**src/rtl/lfsr_tick_monitor.sv**
```systemverilog
// Receive-side checker for periodic single-cycle timer ticks: measures tick-to-tick
// intervals, flags good/early/late, tracks lock and a saturating error count.
module lfsr_tick_monitor #(
  parameter int PERIOD = 250,
  parameter int TOL    = 2,
  parameter int LOCK_N = 4,
  parameter int CW     = 9
) (
  input  logic          clk,
  input  logic          rst,
  input  logic          en,
  input  logic          tick_in,
  output logic          good,
  output logic          early_err,
  output logic          late_err,
  output logic          locked,
  output logic [7:0]    err_count,
  output logic [CW-1:0] last_iv
);

  // state | meaning
  // IDLE  | monitor disabled, counter cleared
  // SYNC  | waiting for the first tick to use as reference
  // RUN   | measuring the interval since the reference tick
  typedef enum logic [1:0] {IDLE, SYNC, RUN} state_t;

  localparam logic [CW-1:0] IV_LO = CW'(PERIOD - TOL);
  localparam logic [CW-1:0] IV_HI = CW'(PERIOD + TOL);

  state_t        state;
  logic          tick_prev;
  logic [CW-1:0] cnt;
  logic [3:0]    run;
  logic [3:0]    run_inc;
  logic [7:0]    err_inc;
  logic          ev;

  assign ev      = tick_in & ~tick_prev;
  assign run_inc = (run == 4'hF) ? run : run + 4'd1;
  assign err_inc = (err_count == 8'hFF) ? err_count : err_count + 8'd1;

  always_ff @(posedge clk) begin
    if (rst) begin
      state     <= IDLE;
      tick_prev <= 1'b0;
      cnt       <= '0;
      run       <= '0;
      good      <= 1'b0;
      early_err <= 1'b0;
      late_err  <= 1'b0;
      locked    <= 1'b0;
      err_count <= '0;
      last_iv   <= '0;
    end else begin
      tick_prev <= tick_in;
      good      <= 1'b0;
      early_err <= 1'b0;
      late_err  <= 1'b0;
      if (!en) begin
        state  <= IDLE;
        cnt    <= '0;
        run    <= '0;
        locked <= 1'b0;
      end else begin
        case (state)
          IDLE: state <= SYNC;
          SYNC: begin
            if (ev) begin
              cnt   <= CW'(1);
              run   <= '0;
              state <= RUN;
            end
          end
          RUN: begin
            if (ev) begin
              // the tick always becomes the new reference, early or not
              last_iv <= cnt;
              cnt     <= CW'(1);
              if (cnt < IV_LO) begin
                early_err <= 1'b1;
                run       <= '0;
                locked    <= 1'b0;
                err_count <= err_inc;
              end else begin
                good <= 1'b1;
                run  <= run_inc;
                if (run_inc >= 4'(LOCK_N)) locked <= 1'b1;
              end
            end else if (cnt == IV_HI) begin
              late_err  <= 1'b1;
              run       <= '0;
              locked    <= 1'b0;
              err_count <= err_inc;
              cnt       <= '0;
              state     <= SYNC;
            end else begin
              cnt <= cnt + CW'(1);
            end
          end
          default: state <= IDLE;
        endcase
      end
    end
  end

endmodule
```
**config.mk**
```make
export PLATFORM = sky130hd
export DESIGN_NAME = lfsr_tick_monitor
export DESIGN_NICKNAME = d
export VERILOG_FILES = /design/src/rtl/lfsr_tick_monitor.sv
export SDC_FILE = /design/constraint.sdc
export NUM_CORES = 1
export LEC_CHECK = 0
export ABC_CLOCK_PERIOD_IN_PS = 5500
export BUFFER_PORTS_ARGS = -buffer_cell sky130_fd_sc_hd__buf_2
export CAP_MARGIN = 20
export CORE_UTILIZATION = 35
export CTS_CLUSTER_DIAMETER = 80
export CTS_CLUSTER_SIZE = 12
export DETAILED_ROUTE_END_ITERATION = 7
export GPL_TIMING_DRIVEN = 0
export HOLD_SLACK_MARGIN = 0.06
export PLACE_DENSITY_LB_ADDON = 0.1
export SLEW_MARGIN = 40
export SYNTH_ARGS = -nofsm -noshare
export SYNTH_HDL_FRONTEND = slang
export SYNTH_SLANG_ARGS = --single-unit
```
**constraint.sdc**
```tcl
create_clock -name clk -period 5.5 [get_ports clk]
set_input_delay 1.1 -clock clk [delete_from_list [all_inputs] [get_ports clk]]
set_output_delay 1.1 -clock clk [all_outputs]
set_load 0.01 [all_outputs]
```
==> results of run 1 <==
-- area by class of cell --
type                    count  area [um2]  area share (%)
plain buffers              10       46.29           2.271
clock inverters             3       17.52          0.8594
well taps                  67       83.83           4.113
multi-input cells         149       950.9           46.65
clock buffers               5       68.82           3.376
flip-flops and latches     37       740.7           36.34
repair buffers             23       115.1           5.648
inverters                   4       15.01          0.7366
-- worst max-delay path, cell delays in order --
cell,delay (ns)
sky130_fd_sc_hd__clkbuf_1,0.22
sky130_fd_sc_hd__nand2b_1,0.33
sky130_fd_sc_hd__nor4_2,0.60
sky130_fd_sc_hd__o21ai_0,0.19
sky130_fd_sc_hd__a211oi_1,0.26
-- cell usage in the layout, fill, tap and decap left out, types with 2 or more instances in the layout --
| cell type | netlist | routed |
|---|---|---|
| sky130_fd_sc_hd__or2_2 | 3 | 3 |
| sky130_fd_sc_hd__a21oi_1 | 18 | 18 |
| sky130_fd_sc_hd__clkbuf_1 | 8 | 8 |
| sky130_fd_sc_hd__o21ai_1 | 5 | 5 |
| sky130_fd_sc_hd__inv_1 | 4 | 4 |
| sky130_fd_sc_hd__nor3_1 | 3 | 3 |
| sky130_fd_sc_hd__a22o_1 | 2 | 2 |
| sky130_fd_sc_hd__a31oi_1 | 5 | 5 |
| sky130_fd_sc_hd__nand3_1 | 13 | 13 |
| sky130_fd_sc_hd__nand2_1 | 12 | 12 |
| sky130_fd_sc_hd__nand4_1 | 4 | 4 |
| sky130_fd_sc_hd__or3_1 | 6 | 6 |
| sky130_fd_sc_hd__a311oi_1 | 2 | 2 |
| sky130_fd_sc_hd__a21o_1 | 2 | 2 |
| sky130_fd_sc_hd__dfxtp_1 | 37 | 37 |
| sky130_fd_sc_hd__nand2b_1 | 3 | 3 |
| sky130_fd_sc_hd__buf_2 | 1 | 24 |
| sky130_fd_sc_hd__nor2_1 | 23 | 23 |
| sky130_fd_sc_hd__xnor2_1 | 3 | 3 |
| sky130_fd_sc_hd__clkbuf_8 | 0 | 5 |
| sky130_fd_sc_hd__mux2i_1 | 10 | 10 |
| sky130_fd_sc_hd__o21ai_0 | 5 | 5 |
| sky130_fd_sc_hd__ha_1 | 4 | 4 |
| sky130_fd_sc_hd__clkinv_2 | 0 | 2 |
| sky130_fd_sc_hd__nor2b_1 | 4 | 4 |
-- stage by stage --
stage	cell area, um2	setup WS [ns]	utilization (%)
4_1_cts	2038	2.994	42.59
3_3_place_gp	1952	2.693	40.78
2_1_floorplan	1753	3.136	-
6_report	2038	3.004	42.59
3_5_place_dp	1952	2.673	40.78
5_1_grt	2038	2.836	42.59
-- flip-flops by register name, summed over array words and instances (netlist names) --
| name | cells |
|---|---|
| cnt | 9 |
| last_iv | 9 |
| err_count | 8 |
| run | 4 |
| state | 2 |
| early_err | 1 |
| good | 1 |
| late_err | 1 |
| locked | 1 |
| tick_prev | 1 |
-- layer usage --
layer	track usage (%)	vias up	part of all wire [%]
met1	21.40	692	52
li1	-	790	-
met3	3.729	6	4.5
met4	5.882	0	1.4
met5	0	-	0
met2	24.30	38	42
-- kinds of logic after synthesis --
logic type / share of synthesized area [%]
flops: 42.26
mux: 5.710
buf+inv: 3.497
xor+xnor: 1.999
compound gates: 18.49
fa+ha+maj: 2.855
simple gates: 25.20
-- how the worst max path moves through the flow --
stage	depth (start not counted)	end	slack [ns]
finish	5	run[2]$_SDFFE_PP0P_	3.00
detailed placement	5	run[2]$_SDFFE_PP0P_	2.67
floorplan	6	err_count[5]$_SDFFE_PP0P_	3.14
CTS	5	run[2]$_SDFFE_PP0P_	2.99
global route	5	run[2]$_SDFFE_PP0P_	2.84
global placement	5	run[2]$_SDFFE_PP0P_	2.69
-- power by group through the flow --
| stage | Sequential, W | Combinational (W) | Clock [W] |
|---|---|---|---|
| after global placement | 0.000276 | 0.0000198 | 0 |
| final | 0.000270 | 0.0000197 | 0.000185 |
| after CTS | 0.000269 | 0.0000197 | 0.000195 |
| after global routing | 0.000270 | 0.0000219 | 0.000209 |
| after detailed placement | 0.000276 | 0.0000197 | 0 |
| after floorplan | 0.000276 | 0.0000143 | 0 |
==> results.toml, run 1 <==
[yosys]
ys_ff_latch = 37
netlist_area_um2 = 1753
synthesis.yosys.warnings = 0
mappedNetlistNets = 208
synth.yosys.seq_area_share_pct = 42.26
leading_post_synthesis_cells_by_instance_count = "sky130_fd_sc_hd__dfxtp_1 (37), sky130_fd_sc_hd__nor2_1 (23), sky130_fd_sc_hd__a21oi_1 (18), sky130_fd_sc_hd__nand3_1 (13), sky130_fd_sc_hd__nand2_1 (12)"
netlist_instances = 200
yosysTopAreaCell = "sky130_fd_sc_hd__dfxtp_1"
fraction_of_synthesized_cell_area_taken_by_the_top_area_cell_type_pct = 42.26
synthMostInstantiatedCell = "sky130_fd_sc_hd__dfxtp_1"
synth_area_per_cell_um2 = 8.765
synth_enable_flop_cells = 0
async_flop_share_pct = 0
synthTopCellsByArea = "sky130_fd_sc_hd__dfxtp_1 (42%), sky130_fd_sc_hd__mux2i_1 (5.7%), sky130_fd_sc_hd__a21oi_1 (5.1%)"
dominantRegCellSynth = "sky130_fd_sc_hd__dfxtp_1"
ys_types = 46

[critical_path]
critPathRequiredTime_ns = 5.71
setup.worst_path.start = "rst"
reg2reg_depth = 8
worst_r2r_startpoint = "cnt[1]$_SDFFE_PP0P_"
critical_path.endpoint_type = "flip-flop"
timing.critical_path.arrival_ns = 2.70
reg2reg_to = "cnt[8]$_SDFFE_PP0P_"
setup.worst_path.class = "in2reg"
reg2reg_setup_slack_ns = 3.14
worstSetupStartpointType = "input pin"
cp_max_fo = 10

[min_path]
hold_start = "last_iv[1]$_SDFFE_PP0P_"
worstHoldPathCells = 2
min_path_type = "reg2reg"
hold_path_end = "last_iv[1]$_SDFFE_PP0P_"

[route]
drt_iter0_markers = 50
via_count = 1526
routedWlPerCell_um = 12.59
number_of_detailed_route_iterations_in_the_first_pass = 4
drtAntennaViolNets = 0
drt_drc_violations_left = 0
routed_wl_um = 3753
via_density = 5.121

[clocking]
post_cts_buffers = 0
ctsLongestPathBuffers = 2
post_cts_resized = 0
cts.sinks = 37
clock-root-buffer = "sky130_fd_sc_hd__clkbuf_8"
tritoncts = "yes"
cts-buffers-inserted = 5
cts-hold-fix-buffers = 0
clk_pin_slew_ns = 0.08
clock_latency_ns = 0.29
cts_max_level = 2

[status]
status = "complete, no violations"

[timing]
slew_headroom_pct = 56.83
skew_ns = 0.005844
final.min_clock_period_ns = 2.496
tightest_slew_ns = 0.6422
timing.setup.tns_ns = 0
report.final.hold_viol_count = 0
min_period_over_period_pct = 45.37
finalSetupViolCount = 0
final-max-slew-violation-count = 0
fmax_ghz = 0.4007
hold_slack_ns = 0.4934
grt_setup_unrepaired = "no"

[placed_design]
portBuffers = 23
dp.final_hpwl_um = 2725
place_congestion = 0.7818
placed_cells = 290

[layout]
post_route_cells_drive_above_1_share_pct = 18.61
nFillCells = 528
layout_cells_excl_fill = 298
antennaDiodeCount = 0
area.growth.synth_to_final_pct = 16.27
final_nets = 238

[floorplan]
die_w_um = 72.77
die-area_um2 = 5295
rows = 25
floorplan.initialDensity_pct = 36.63
floorplan.core_area_um2 = 4786
num_io_pins = 25
vertical_die_dimension_um = 72.77

[run]
cap_viol_max_count = 0

[global_route]
grt_pass1_wl_um = 6396
grt_antenna_before_repair = 0
globalRouteTotalUtil_pct = 15.77
grt_start_max_net_pins = 13
globalRouteOverflowTotal = 0
first_global_vias = 1387

[power]
cellLeakagePower_nw = 0.7957
power.share.switching_pct = 23.58
switching_power_w = 0.0001118
powerDensity_nw_per_um2 = 232.7
seq_power_share_pct = 56.8
worst_ir_drop_vdd_v = 0.00009524
internal_power_w = 0.0003625
post-layout-total-power_w = 0.0004743
part_of_the_power_in_the_clock_network_pct = 39.0
power.share.combinational_pct = 4.1
Power figures use the tool's default switching activity.
==> run 2: changes to the inputs <==
Settings changed: ABC_CLOCK_PERIOD_IN_PS 5500 to 2060.
Clock period 5.5 ns to 2.06 ns, I/O delays scaled along.
==> results.toml, run 2 (synthesized netlist as in run 1, its figures left out) <==
[critical_path]
critPathCapture = "run[1]$_SDFFE_PP0P_"
worst_r2r_startpoint = "state[0]$_SDFFE_PP0P_"
reg2reg_setup_slack_ns = 0.11
timing.critical_path.arrival_ns = 2.13
critical_path.endpoint_type = "flip-flop"
setup.worst_path.class = "reg2reg"
setup.worst_path.start = "state[0]$_SDFFE_PP0P_"
worstSetupStartpointType = "flip-flop"
critPathRequiredTime_ns = 2.24
cp_max_fo = 9
reg2reg_to = "run[1]$_SDFFE_PP0P_"
reg2reg_depth = 6

[global_route]
grt_pass1_wl_um = 6534
globalRouteOverflowTotal = 0
grt_start_max_net_pins = 13
grt_antenna_before_repair = 0
globalRouteTotalUtil_pct = 16.15
first_global_vias = 1420

[layout]
most-common-layout-cells = "sky130_fd_sc_hd__dfxtp_1 (34), sky130_fd_sc_hd__buf_2 (24), sky130_fd_sc_hd__nor2_1 (23)"
multi_input_area_um2 = 1005
largest_registers = "cnt x9, last_iv x9, err_count x8"
area.growth.synth_to_final_pct = 18.70
sequential_cell_area_um2 = 744.5
post_route_cells_drive_above_1_share_pct = 22.81
nFillCells = 517
antennaDiodeCount = 0
final_core_utilization_pct = 43.48
final_nets = 235
final_common_cell = "sky130_fd_sc_hd__dfxtp_1"
final_cell_area_um2 = 2081

[timing]
skew_ns = 0.006097
timing.setup.tns_ns = 0
final-max-slew-violation-count = 0
final.min_clock_period_ns = 1.950
grt_setup_unrepaired = "yes"
finalSetupViolCount = 0
report.final.hold_viol_count = 0
hold_slack_ns = 0.3802
fmax_ghz = 0.5128
min_period_over_period_pct = 94.66
tightest_slew_ns = 0.5731
slew_headroom_pct = 61.80

[route]
drt_drc_violations_left = 0
number_of_detailed_route_iterations_in_the_first_pass = 4
routed_wl_um = 3865
via_density = 5.220
drtAntennaViolNets = 0
drt_iter0_markers = 42
via_count = 1540
routedWlPerCell_um = 13.10

[floorplan]
floorplan.core_area_um2 = 4786
vertical_die_dimension_um = 72.77
rows = 25
floorplan.initialDensity_pct = 36.63
die_w_um = 72.77
die-area_um2 = 5295
num_io_pins = 25

[status]
status = "complete, no violations"

[clocking]
cts-buffers-inserted = 5
ctsLongestPathBuffers = 2
post_cts_buffers = 0
cts.sinks = 37
cts_max_level = 2
tritoncts = "yes"
clk_pin_slew_ns = 0.07
clock-root-buffer = "sky130_fd_sc_hd__clkbuf_8"
clock_latency_ns = 0.29

[power]
cellLeakagePower_nw = 0.8069
worst_ir_drop_vdd_v = 0.0002586
switching_power_w = 0.0003028
part_of_the_power_in_the_clock_network_pct = 38.9
internal_power_w = 0.0009686
seq_power_share_pct = 56.6
power.share.combinational_pct = 4.5
post-layout-total-power_w = 0.001271
powerDensity_nw_per_um2 = 611.0
power.share.switching_pct = 23.82

[placed_design]
dpl-instance-area_um2 = 1952
place_congestion = 0.7818
dp.final_hpwl_um = 2725
portBuffers = 23

[min_path]
min_path_type = "in2reg"

[run]
cap_viol_max_count = 0
[run 2: changes by cell type in the layout (fill, tap and decap cells not counted), moves of 2 or more]
cell	change
sky130_fd_sc_hd__clkbuf_1	-4
sky130_fd_sc_hd__dfxtp_1	-3
sky130_fd_sc_hd__dfxtp_2	+3
sky130_fd_sc_hd__inv_1	-2
sky130_fd_sc_hd__inv_2	+2
sky130_fd_sc_hd__nor3b_4	+2
[run 2: power by group through the flow]
stage	registers [W]	logic (W)	clock network, W
final	0.000720	0.0000566	0.000495
after global routing	0.000720	0.0000629	0.000557
after CTS	0.000720	0.0000544	0.000521
after detailed placement	0.000737	0.0000526	0
after global placement	0.000736	0.0000528	0
after floorplan	0.000736	0.0000383	0
[run 2: layer usage]
metal	wire length [um]	track usage (%)	up-vias
li1	-	-	786
met1	1963	21.40	709
met2	1681	24.71	36
met3	150	4.144	9
met4	70	7.190	0
met5	0	0	-
[run 2: worst min-delay path by stage]
stage / endpoint / cells past startpoint / slack, ns / from
finish: tick_prev$_SDFF_PP0_ / 2 / 0.38 / tick_in
global route: tick_prev$_SDFF_PP0_ / 2 / 0.37 / tick_in
CTS: tick_prev$_SDFF_PP0_ / 2 / 0.37 / tick_in
detailed placement: last_iv[1]$_SDFFE_PP0P_ / 2 / 0.48 / last_iv[1]$_SDFFE_PP0P_
global placement: last_iv[1]$_SDFFE_PP0P_ / 2 / 0.47 / last_iv[1]$_SDFFE_PP0P_
floorplan: cnt[7]$_SDFFE_PP0P_ / 1 / 0.46 / cnt[7]$_SDFFE_PP0P_
[run 2: area by class of cell]
cell class	instances	area share [%]
buffer	6	1.503
multi-input combinational	150	48.29
clock buffer	5	3.307
timing repair buffer	23	5.532
tap	67	4.029
inverter	4	0.7216
clock inverter	3	0.8419
sequential	37	35.78
[run 2: metrics by stage]
stage | std cells | setup WS (ns)
floorplan | 200 | 0.1545
global placement | 290 | -0.2984
detailed placement | 290 | -0.2436
CTS | 296 | 0.01764
global route | 295 | -0.0007849
finish | 295 | 0.1101
[run 2: worst max-delay path: stages, from the launching register on]
cell	delay, ns
sky130_fd_sc_hd__dfxtp_1	0.30
sky130_fd_sc_hd__buf_2	0.16
sky130_fd_sc_hd__or3b_4	0.45
sky130_fd_sc_hd__o32ai_2	0.41
sky130_fd_sc_hd__nand2_1	0.12
sky130_fd_sc_hd__a21o_1	0.21
sky130_fd_sc_hd__a32o_1	0.19
[run 2: timing repair]
action	CTS	global route
pin swaps	1	3
setup endpoints to repair	9	10
gates resized for setup	3	9
cloned	1	0
hold buffers	0	0
